<file path="src/rtl/y86_pkg.sv">
// Shared Y86-64 constants and pipeline-register field layouts, also imported
// by the pipeline control unit.
package y86_pkg;

   localparam logic [3:0] STAT_AOK = 4'h1;
   localparam logic [3:0] STAT_HLT = 4'h2;
   localparam logic [3:0] STAT_ADR = 4'h3;
   localparam logic [3:0] STAT_INS = 4'h4;

   localparam logic [3:0] I_HALT = 4'h0;
   localparam logic [3:0] I_NOP  = 4'h1;
   localparam logic [3:0] I_JXX  = 4'h7;
   localparam logic [3:0] I_CALL = 4'h8;
   localparam logic [3:0] I_RET  = 4'h9;
   localparam logic [3:0] I_PUSH = 4'hA;
   localparam logic [3:0] I_POP  = 4'hB;

   localparam logic [3:0] RNONE = 4'hF;

   typedef struct packed {
      logic [3:0]  stat;
      logic [3:0]  icode;
      logic [3:0]  ifun;
      logic [3:0]  ra;
      logic [3:0]  rb;
      logic [63:0] val_c;
      logic [63:0] val_p;
   } d_reg_t;

   typedef struct packed {
      logic [3:0]  stat;
      logic [3:0]  icode;
      logic [3:0]  ifun;
      logic [3:0]  dst_e;
      logic [3:0]  dst_m;
      logic [3:0]  src_a;
      logic [3:0]  src_b;
      logic [63:0] val_c;
      logic [63:0] val_a;
      logic [63:0] val_b;
   } e_reg_t;

   typedef struct packed {
      logic [3:0]  stat;
      logic [3:0]  icode;
      logic        cnd;
      logic [3:0]  dst_e;
      logic [3:0]  dst_m;
      logic [63:0] val_e;
      logic [63:0] val_a;
   } m_reg_t;

   typedef struct packed {
      logic [3:0]  stat;
      logic [3:0]  icode;
      logic [3:0]  dst_e;
      logic [3:0]  dst_m;
      logic [63:0] val_e;
      logic [63:0] val_m;
   } w_reg_t;

   localparam d_reg_t D_BUBBLE = '{stat: STAT_AOK, icode: I_NOP, ifun: 4'h0,
                                   ra: RNONE, rb: RNONE, val_c: '0, val_p: '0};
   localparam e_reg_t E_BUBBLE = '{stat: STAT_AOK, icode: I_NOP, ifun: 4'h0,
                                   dst_e: RNONE, dst_m: RNONE, src_a: RNONE,
                                   src_b: RNONE, val_c: '0, val_a: '0, val_b: '0};
   localparam m_reg_t M_BUBBLE = '{stat: STAT_AOK, icode: I_NOP, cnd: 1'b0,
                                   dst_e: RNONE, dst_m: RNONE, val_e: '0, val_a: '0};
   localparam w_reg_t W_BUBBLE = '{stat: STAT_AOK, icode: I_NOP, dst_e: RNONE,
                                   dst_m: RNONE, val_e: '0, val_m: '0};

endpackage

</file>
<file path="src/rtl/pipe_stage_reg.sv">
// Generic pipeline stage register: stall holds, bubble loads BUBBLE, reset
// asynchronously forces BUBBLE. Stall wins over bubble.
module pipe_stage_reg #(
   parameter int unsigned           WIDTH  = 1,
   parameter logic [WIDTH-1:0]      BUBBLE = '0
) (
   input  logic             clk,
   input  logic             rst_n,
   input  logic             stall,
   input  logic             bubble,
   input  logic [WIDTH-1:0] d,
   output logic [WIDTH-1:0] q
);

   always_ff @(posedge clk or negedge rst_n) begin
      if (!rst_n)      q <= BUBBLE;
      else if (stall)  q <= q;
      else if (bubble) q <= BUBBLE;
      else             q <= d;
   end

endmodule

</file>
<file path="src/rtl/pipe_regs.sv">
// Y86-64 F/D/E/M/W pipeline registers with per-stage stall/bubble control
// and a sticky flag for conflicting D-stage controls.
module pipe_regs
   import y86_pkg::*;
(
   input  logic        clk,
   input  logic        rst_n,
   input  logic        F_stall,
   input  logic        D_stall,
   input  logic        D_bubble,
   input  logic        E_bubble,
   input  logic        M_bubble,
   input  logic        W_stall,
   input  logic [63:0] f_predPC,
   output logic [63:0] F_predPC,
   input  logic [3:0]  f_stat,
   input  logic [3:0]  f_icode,
   input  logic [3:0]  f_ifun,
   input  logic [3:0]  f_rA,
   input  logic [3:0]  f_rB,
   input  logic [63:0] f_valC,
   input  logic [63:0] f_valP,
   output logic [3:0]  D_stat,
   output logic [3:0]  D_icode,
   output logic [3:0]  D_ifun,
   output logic [3:0]  D_rA,
   output logic [3:0]  D_rB,
   output logic [63:0] D_valC,
   output logic [63:0] D_valP,
   input  logic [3:0]  d_stat,
   input  logic [3:0]  d_icode,
   input  logic [3:0]  d_ifun,
   input  logic [3:0]  d_dstE,
   input  logic [3:0]  d_dstM,
   input  logic [3:0]  d_srcA,
   input  logic [3:0]  d_srcB,
   input  logic [63:0] d_valC,
   input  logic [63:0] d_valA,
   input  logic [63:0] d_valB,
   output logic [3:0]  E_stat,
   output logic [3:0]  E_icode,
   output logic [3:0]  E_ifun,
   output logic [3:0]  E_dstE,
   output logic [3:0]  E_dstM,
   output logic [3:0]  E_srcA,
   output logic [3:0]  E_srcB,
   output logic [63:0] E_valC,
   output logic [63:0] E_valA,
   output logic [63:0] E_valB,
   input  logic [3:0]  e_stat,
   input  logic [3:0]  e_icode,
   input  logic        e_Cnd,
   input  logic [3:0]  e_dstE,
   input  logic [3:0]  e_dstM,
   input  logic [63:0] e_valE,
   input  logic [63:0] e_valA,
   output logic [3:0]  M_stat,
   output logic [3:0]  M_icode,
   output logic        M_Cnd,
   output logic [3:0]  M_dstE,
   output logic [3:0]  M_dstM,
   output logic [63:0] M_valE,
   output logic [63:0] M_valA,
   input  logic [3:0]  m_stat,
   input  logic [3:0]  m_icode,
   input  logic [3:0]  m_dstE,
   input  logic [3:0]  m_dstM,
   input  logic [63:0] m_valE,
   input  logic [63:0] m_valM,
   output logic [3:0]  W_stat,
   output logic [3:0]  W_icode,
   output logic [3:0]  W_dstE,
   output logic [3:0]  W_dstM,
   output logic [63:0] W_valE,
   output logic [63:0] W_valM,
   output logic        ctrl_err
);

   d_reg_t d_in, d_q;
   e_reg_t e_in, e_q;
   m_reg_t m_in, m_q;
   w_reg_t w_in, w_q;

   assign d_in = '{stat: f_stat, icode: f_icode, ifun: f_ifun, ra: f_rA, rb: f_rB,
                   val_c: f_valC, val_p: f_valP};
   assign e_in = '{stat: d_stat, icode: d_icode, ifun: d_ifun, dst_e: d_dstE,
                   dst_m: d_dstM, src_a: d_srcA, src_b: d_srcB, val_c: d_valC,
                   val_a: d_valA, val_b: d_valB};
   assign m_in = '{stat: e_stat, icode: e_icode, cnd: e_Cnd, dst_e: e_dstE,
                   dst_m: e_dstM, val_e: e_valE, val_a: e_valA};
   assign w_in = '{stat: m_stat, icode: m_icode, dst_e: m_dstE, dst_m: m_dstM,
                   val_e: m_valE, val_m: m_valM};

   pipe_stage_reg #(.WIDTH(64), .BUBBLE('0)) u_f (
      .clk(clk), .rst_n(rst_n), .stall(F_stall), .bubble(1'b0),
      .d(f_predPC), .q(F_predPC)
   );

   pipe_stage_reg #(.WIDTH($bits(d_reg_t)), .BUBBLE(D_BUBBLE)) u_d (
      .clk(clk), .rst_n(rst_n), .stall(D_stall), .bubble(D_bubble),
      .d(d_in), .q(d_q)
   );

   pipe_stage_reg #(.WIDTH($bits(e_reg_t)), .BUBBLE(E_BUBBLE)) u_e (
      .clk(clk), .rst_n(rst_n), .stall(1'b0), .bubble(E_bubble),
      .d(e_in), .q(e_q)
   );

   pipe_stage_reg #(.WIDTH($bits(m_reg_t)), .BUBBLE(M_BUBBLE)) u_m (
      .clk(clk), .rst_n(rst_n), .stall(1'b0), .bubble(M_bubble),
      .d(m_in), .q(m_q)
   );

   pipe_stage_reg #(.WIDTH($bits(w_reg_t)), .BUBBLE(W_BUBBLE)) u_w (
      .clk(clk), .rst_n(rst_n), .stall(W_stall), .bubble(1'b0),
      .d(w_in), .q(w_q)
   );

   // Sticky until reset: a stall+bubble request on D is a control-unit bug.
   always_ff @(posedge clk or negedge rst_n) begin
      if (!rst_n)                    ctrl_err <= 1'b0;
      else if (D_stall && D_bubble)  ctrl_err <= 1'b1;
   end

   assign D_stat  = d_q.stat;
   assign D_icode = d_q.icode;
   assign D_ifun  = d_q.ifun;
   assign D_rA    = d_q.ra;
   assign D_rB    = d_q.rb;
   assign D_valC  = d_q.val_c;
   assign D_valP  = d_q.val_p;

   assign E_stat  = e_q.stat;
   assign E_icode = e_q.icode;
   assign E_ifun  = e_q.ifun;
   assign E_dstE  = e_q.dst_e;
   assign E_dstM  = e_q.dst_m;
   assign E_srcA  = e_q.src_a;
   assign E_srcB  = e_q.src_b;
   assign E_valC  = e_q.val_c;
   assign E_valA  = e_q.val_a;
   assign E_valB  = e_q.val_b;

   assign M_stat  = m_q.stat;
   assign M_icode = m_q.icode;
   assign M_Cnd   = m_q.cnd;
   assign M_dstE  = m_q.dst_e;
   assign M_dstM  = m_q.dst_m;
   assign M_valE  = m_q.val_e;
   assign M_valA  = m_q.val_a;

   assign W_stat  = w_q.stat;
   assign W_icode = w_q.icode;
   assign W_dstE  = w_q.dst_e;
   assign W_dstM  = w_q.dst_m;
   assign W_valE  = w_q.val_e;
   assign W_valM  = w_q.val_m;

endmodule

</file>
<file path="config.mk">
export PLATFORM = sky130hd
export DESIGN_NAME = pipe_regs
export DESIGN_NICKNAME = d
export VERILOG_FILES = /design/src/rtl/y86_pkg.sv /design/src/rtl/pipe_stage_reg.sv /design/src/rtl/pipe_regs.sv
export SDC_FILE = /design/constraint.sdc
export NUM_CORES = 1
export LEC_CHECK = 0
export ABC_AREA = 1
export CORE_AREA = 2 2 561 563
export CTS_BUF_LIST = sky130_fd_sc_hd__clkbuf_2 sky130_fd_sc_hd__clkbuf_4 sky130_fd_sc_hd__clkbuf_8
export DETAILED_ROUTE_END_ITERATION = 10
export DIE_AREA = 0 0 563 565
export RECOVER_POWER = 100
export SYNTH_ARGS = -nofsm -noshare
export SYNTH_HDL_FRONTEND = slang
export SYNTH_HIERARCHICAL = 1
export SYNTH_SLANG_ARGS = --single-unit
</file>
<file path="constraint.sdc">
create_clock -name clk -period 0.8 [get_ports clk]
set_input_delay 0.16 -clock clk [delete_from_list [all_inputs] [get_ports clk]]
set_output_delay 0.16 -clock clk [all_outputs]
set_load 0.02 [all_outputs]
</file>
## Word-level counts from Yosys, hierarchy flattened

Cells that the tools add are included.

- Bits in registers: 722
- Bits of input ports: 729
- Output and inout bits: 722

- Multiplexer cells: 3
- Reductions and logical operators: 1

Operator list:

| operator | count |
|---|---|
| two-way mux 220 bit | 1 |
| two-way mux 148 bit | 1 |
| two-way mux 145 bit | 1 |
| logical AND 1 bit | 1 |

## Logic depth before layout (Yosys ltp)

- Depth after elaboration: 1
- Mapped depth: 6
- Mapped depth without buffers: 3

## Hierarchy

Netlist, hierarchy kept.

By module, submodules not included:

| module | instances | cells each | area an instance (um2) | sequential area each (um2) |
|---|---|---|---|---|
| pipe_stage_reg at u_e | 1 | 932 | 8428.1 | 5527.8 |
| pipe_stage_reg at u_d | 1 | 627 | 5667.9 | 3716.1 |
| pipe_stage_reg at u_m | 1 | 613 | 5450.2 | 3641.0 |
| pipe_stage_reg at u_w | 1 | 609 | 5437.7 | 3616.0 |
| pipe_stage_reg at u_f | 1 | 270 | 2416.1 | 1601.5 |
| pipe_regs | 1 | 5 | 40.0 | 25.0 |

## Worst setup path before layout

No wires, ideal clock.

- Path kind: input -> register
- Start point: input port E_bubble
- End point: register u_e.q[100]
- Arrival: 0.826 ns
- Data required time: 0.737 ns
- Path slack: -0.090 ns
- Cell stages on the path: 6
- Path buffers: 3
- Cell sequence: buf_2 nor2_8 buf_6 buf_6 nand2_1 nand2_1

- Word-level cells in the longest chain between the ends: 1

Ends and longest elaborated chain:

| item | RTL line | source |
|---|---|---|
| start: declaration | pipe_regs.sv:11 | `input logic E_bubble,` |
| two-way mux 220 bit | pipe_stage_reg.sv:18 | `else if (bubble) q <= BUBBLE;` |
| end signal: assignment | pipe_stage_reg.sv:17 | `else if (stall) q <= q;` |
| end: declaration | pipe_stage_reg.sv:12 | `output logic [WIDTH-1:0] q` |

No other way between the ends.
A chain may end at the register's enable or synchronous reset.

## Final worst setup path

- Start point: register u_w.q[136]
- End point: output port W_icode[0]

RTL lines:

| item | RTL line | source |
|---|---|---|
| start: declaration | pipe_stage_reg.sv:12 |  |
| start signal: assignment | pipe_stage_reg.sv:17 |  |
| end: declaration | pipe_regs.sv:71 | `output logic [3:0] W_icode,` |

No word-level cell between the ends.

==> results <==
-- metrics by stage --
stage / setup TNS (ps) / hold slack (ps) / util / cells / worst slack (ps)
floorplan: -2890 / -136 / - / 3062 / -16.4
global placement: -414290 / 263 / 0.167 / 8686 / -749
detailed placement: -421540 / 262 / 0.167 / 8686 / -778
CTS: -702090 / -165 / 0.207 / 9815 / -1110
global route: -833940 / -9.22 / 0.209 / 10000 / -1100
finish: -749720 / 82.4 / 0.210 / 10100 / -969
-- power by group --
group          leakage (uW)  switching [uW]  internal (uW)
clock network       0.00178           19500          26200
logic                0.0197           15200          16900
registers           0.00926            2950          39600
-- metal layers --
layer  track usage  vias to the layer above  wire (um)
met4        0.0580                      242      11900
li1              -                    14700          -
met3         0.125                      735      45800
met1         0.193                    15300     109000
met5             0                        -       1550
met2         0.245                     2017     114000
-- cell usage after synthesis (all sizes together) --
| library cell | instances |
|---|---|
| dfstp | 48 |
| nand2 | 2117 |
| o21ai | 48 |
| inv | 5 |
| clkbuf | 19 |
| conb | 1 |
| dfrtp | 674 |
| buf | 139 |
| nor2 | 5 |
-- logic make-up after synthesis --
group                  Yosys count  share of synthesized area
AND/OR/NAND/NOR               2122                      0.292
flip-flops                     722                      0.661
AO/OA/AOI/OAI                   48                    0.00875
buffers and inverters          163                     0.0382
other                            1                   0.000137
-- worst paths after layout --
path,start,slack [ps],to,cells after the start
hold reg to reg,ctrl_err$_DFFE_PN0P_,490,ctrl_err$_DFFE_PN0P_,2
min in group asynchronous,rst_n,270,u_m/q[102]$_DFFE_PN0N_,3
max in group asynchronous,rst_n,-460,u_e/q[213]$_DFFE_PN0N_,4
setup reg to reg,u_w/q[136]$_DFFE_PN1N_,-80,u_w/q[136]$_DFFE_PN1N_,3
hold / removal,D_bubble,80,ctrl_err$_DFFE_PN0P_,4
setup / recovery,u_w/q[136]$_DFFE_PN1N_,-970,W_icode[0],1
-- registers in the layout (all words and copies together), names as in the netlist --
name and count:
u_e/q 220, u_w/q 144, ctrl_err 1, u_m/q 145, u_d/q 148, u_f/q 64
-- area by class of cell --
cell class	instances	area [sq um]
fill	33800	246000
timing repair buffer	2605	30000
sequential	722	18100
multi-input combinational	2177	8300
tap	4140	5180
clock buffer	235	2950
antenna	195	488
clock inverter	35	455
inverter	5	18.8
-- timing repair --
action                                  CTS  global route
resized for setup                      1254            38
setup buffers                           129           108
gates cloned                              0             0
endpoints found under the hold margin  1444            51
pin swaps                                 0             9
setup endpoints to repair               722           752
==> run_results.csv <==
group,metric,value,unit
route,vias,33000,
die,die-area,0.318,sq mm
route,routed_wl,282000,um
cells_and_area,post-route-cell-area,0.0655,sq mm
die,start_util,0.0881,
outcome,status,"finished with violations",
yosys,netlist_area,0.0274,sq mm
sta,max_freq,565,MHz
grt,antenna_found_initial,459,
power_and_ir_drop,fin_total_pwr,120000,uW
grt,grt_pass1_vias,32700,
yosys,synth_area_leaders,"dfrtp_1 61%, nand2_1 29%, dfstp_2 4.6%, buf_2 1.4%, buf_6 1.4%",
clocking,root_buffer,"clkbuf_8",
setup_path,critPathArrivalTime,1610,ps
place,routabilityCongestion,0.911,
route,dr.first_iter.drc_count,2276,
setup_path,path_max_fanout,2,
power_and_ir_drop,ir_drop,976,uV
route,avgRoutedWirePerCell,27.9,um
sta,fin_ws,-969,ps
clocking,holdBufCountCts,730,
outcome,violations,"setup timing",
yosys,ys_types,13,
route,drcViolationCount,0,
power_and_ir_drop,leakage,0.0308,uW
route,viasPerCell,3.26,
sta,hold_viol,0,
place,numPortBuffers,1450,
grt,grt_max_degree,223,
die,io_pins,1451,
clocking,clkTransAtPathRegs,50,ps
sta,slew_violations,0,
place,dpl_cell_area,0.0520,sq mm
die,die_h,565,um
yosys,yosysWarnings,6,
clocking,cts_tree,"done",
yosys,netlist_instances,3056,
setup_path,required,640,ps
route,dr.pass1.iters,5,
setup_path,cpMaxStageDelayCell,"dfstp_2",
job,cap_violations,0,
setup_path,cp-end-kind,"primary output",
setup_path,cp_cell_sequence,"buf_12",
cells_and_area,mostFrequentLayoutCell,"nand2_1",
yosys,postSynthAreaPerCell,8.98,sq um
cells_and_area,nets,6393,
die,dieWidth,563,um
clocking,cts_sinks,722,
setup_path,critPathTopFamily,"flip-flops",
cells_and_area,layout_common_cells,"2105 x nand2_1, 756 x dlygate4sd3_1, 697 x clkdlybuf4s50_1, 666 x dfrtp_1, 443 x buf_12",
clocking,cts_inserted_buffers,153,
sta,post-route-period-util,2.21,
sta,worst_slew_pin_slew,896,ps
yosys,synth_top_area_share,0.615,
grt,globalRouteTotalUtil,0.170,
clocking,htree_num_levels,4,
setup_path,path_buf_inv,1,
cells_and_area,drive_gt1_frac,0.255,
setup_path,crit_type,"flip-flop to primary output",
clocking,cts_buffer_depth,4,
sta,fin_crit,1770,ps
yosys,ys_seq_elements,722,
yosys,yosysTopAreaCell,"dfrtp_1",
yosys,yosysSeqAreaShare,0.661,
grt,grt_overflow,0,
place,dp_hpwl,243000,um
die,core_area,0.311,sq mm
setup_path,start_kind,"flip-flop",
grt,grt_pass1_wl,350000,um
route,drtAntennaViolNets,0,
die,num_rows,205,
sta,setup_violations,1835,
sta,max_slew_margin,0.403,
sta,rsz0062_at_grt,"yes",
clocking,clock_latency,860,ps
min_path,hold_class,"input pin to flip-flop",
sta,clock_skew,0,ps
cells_and_area,area_growth,139,%
setup_path,max_stage_delay,580,ps
power_and_ir_drop,p_per_area,1840,mW/mm^2
No activity file was read; power rests on OpenSTA's default activity.
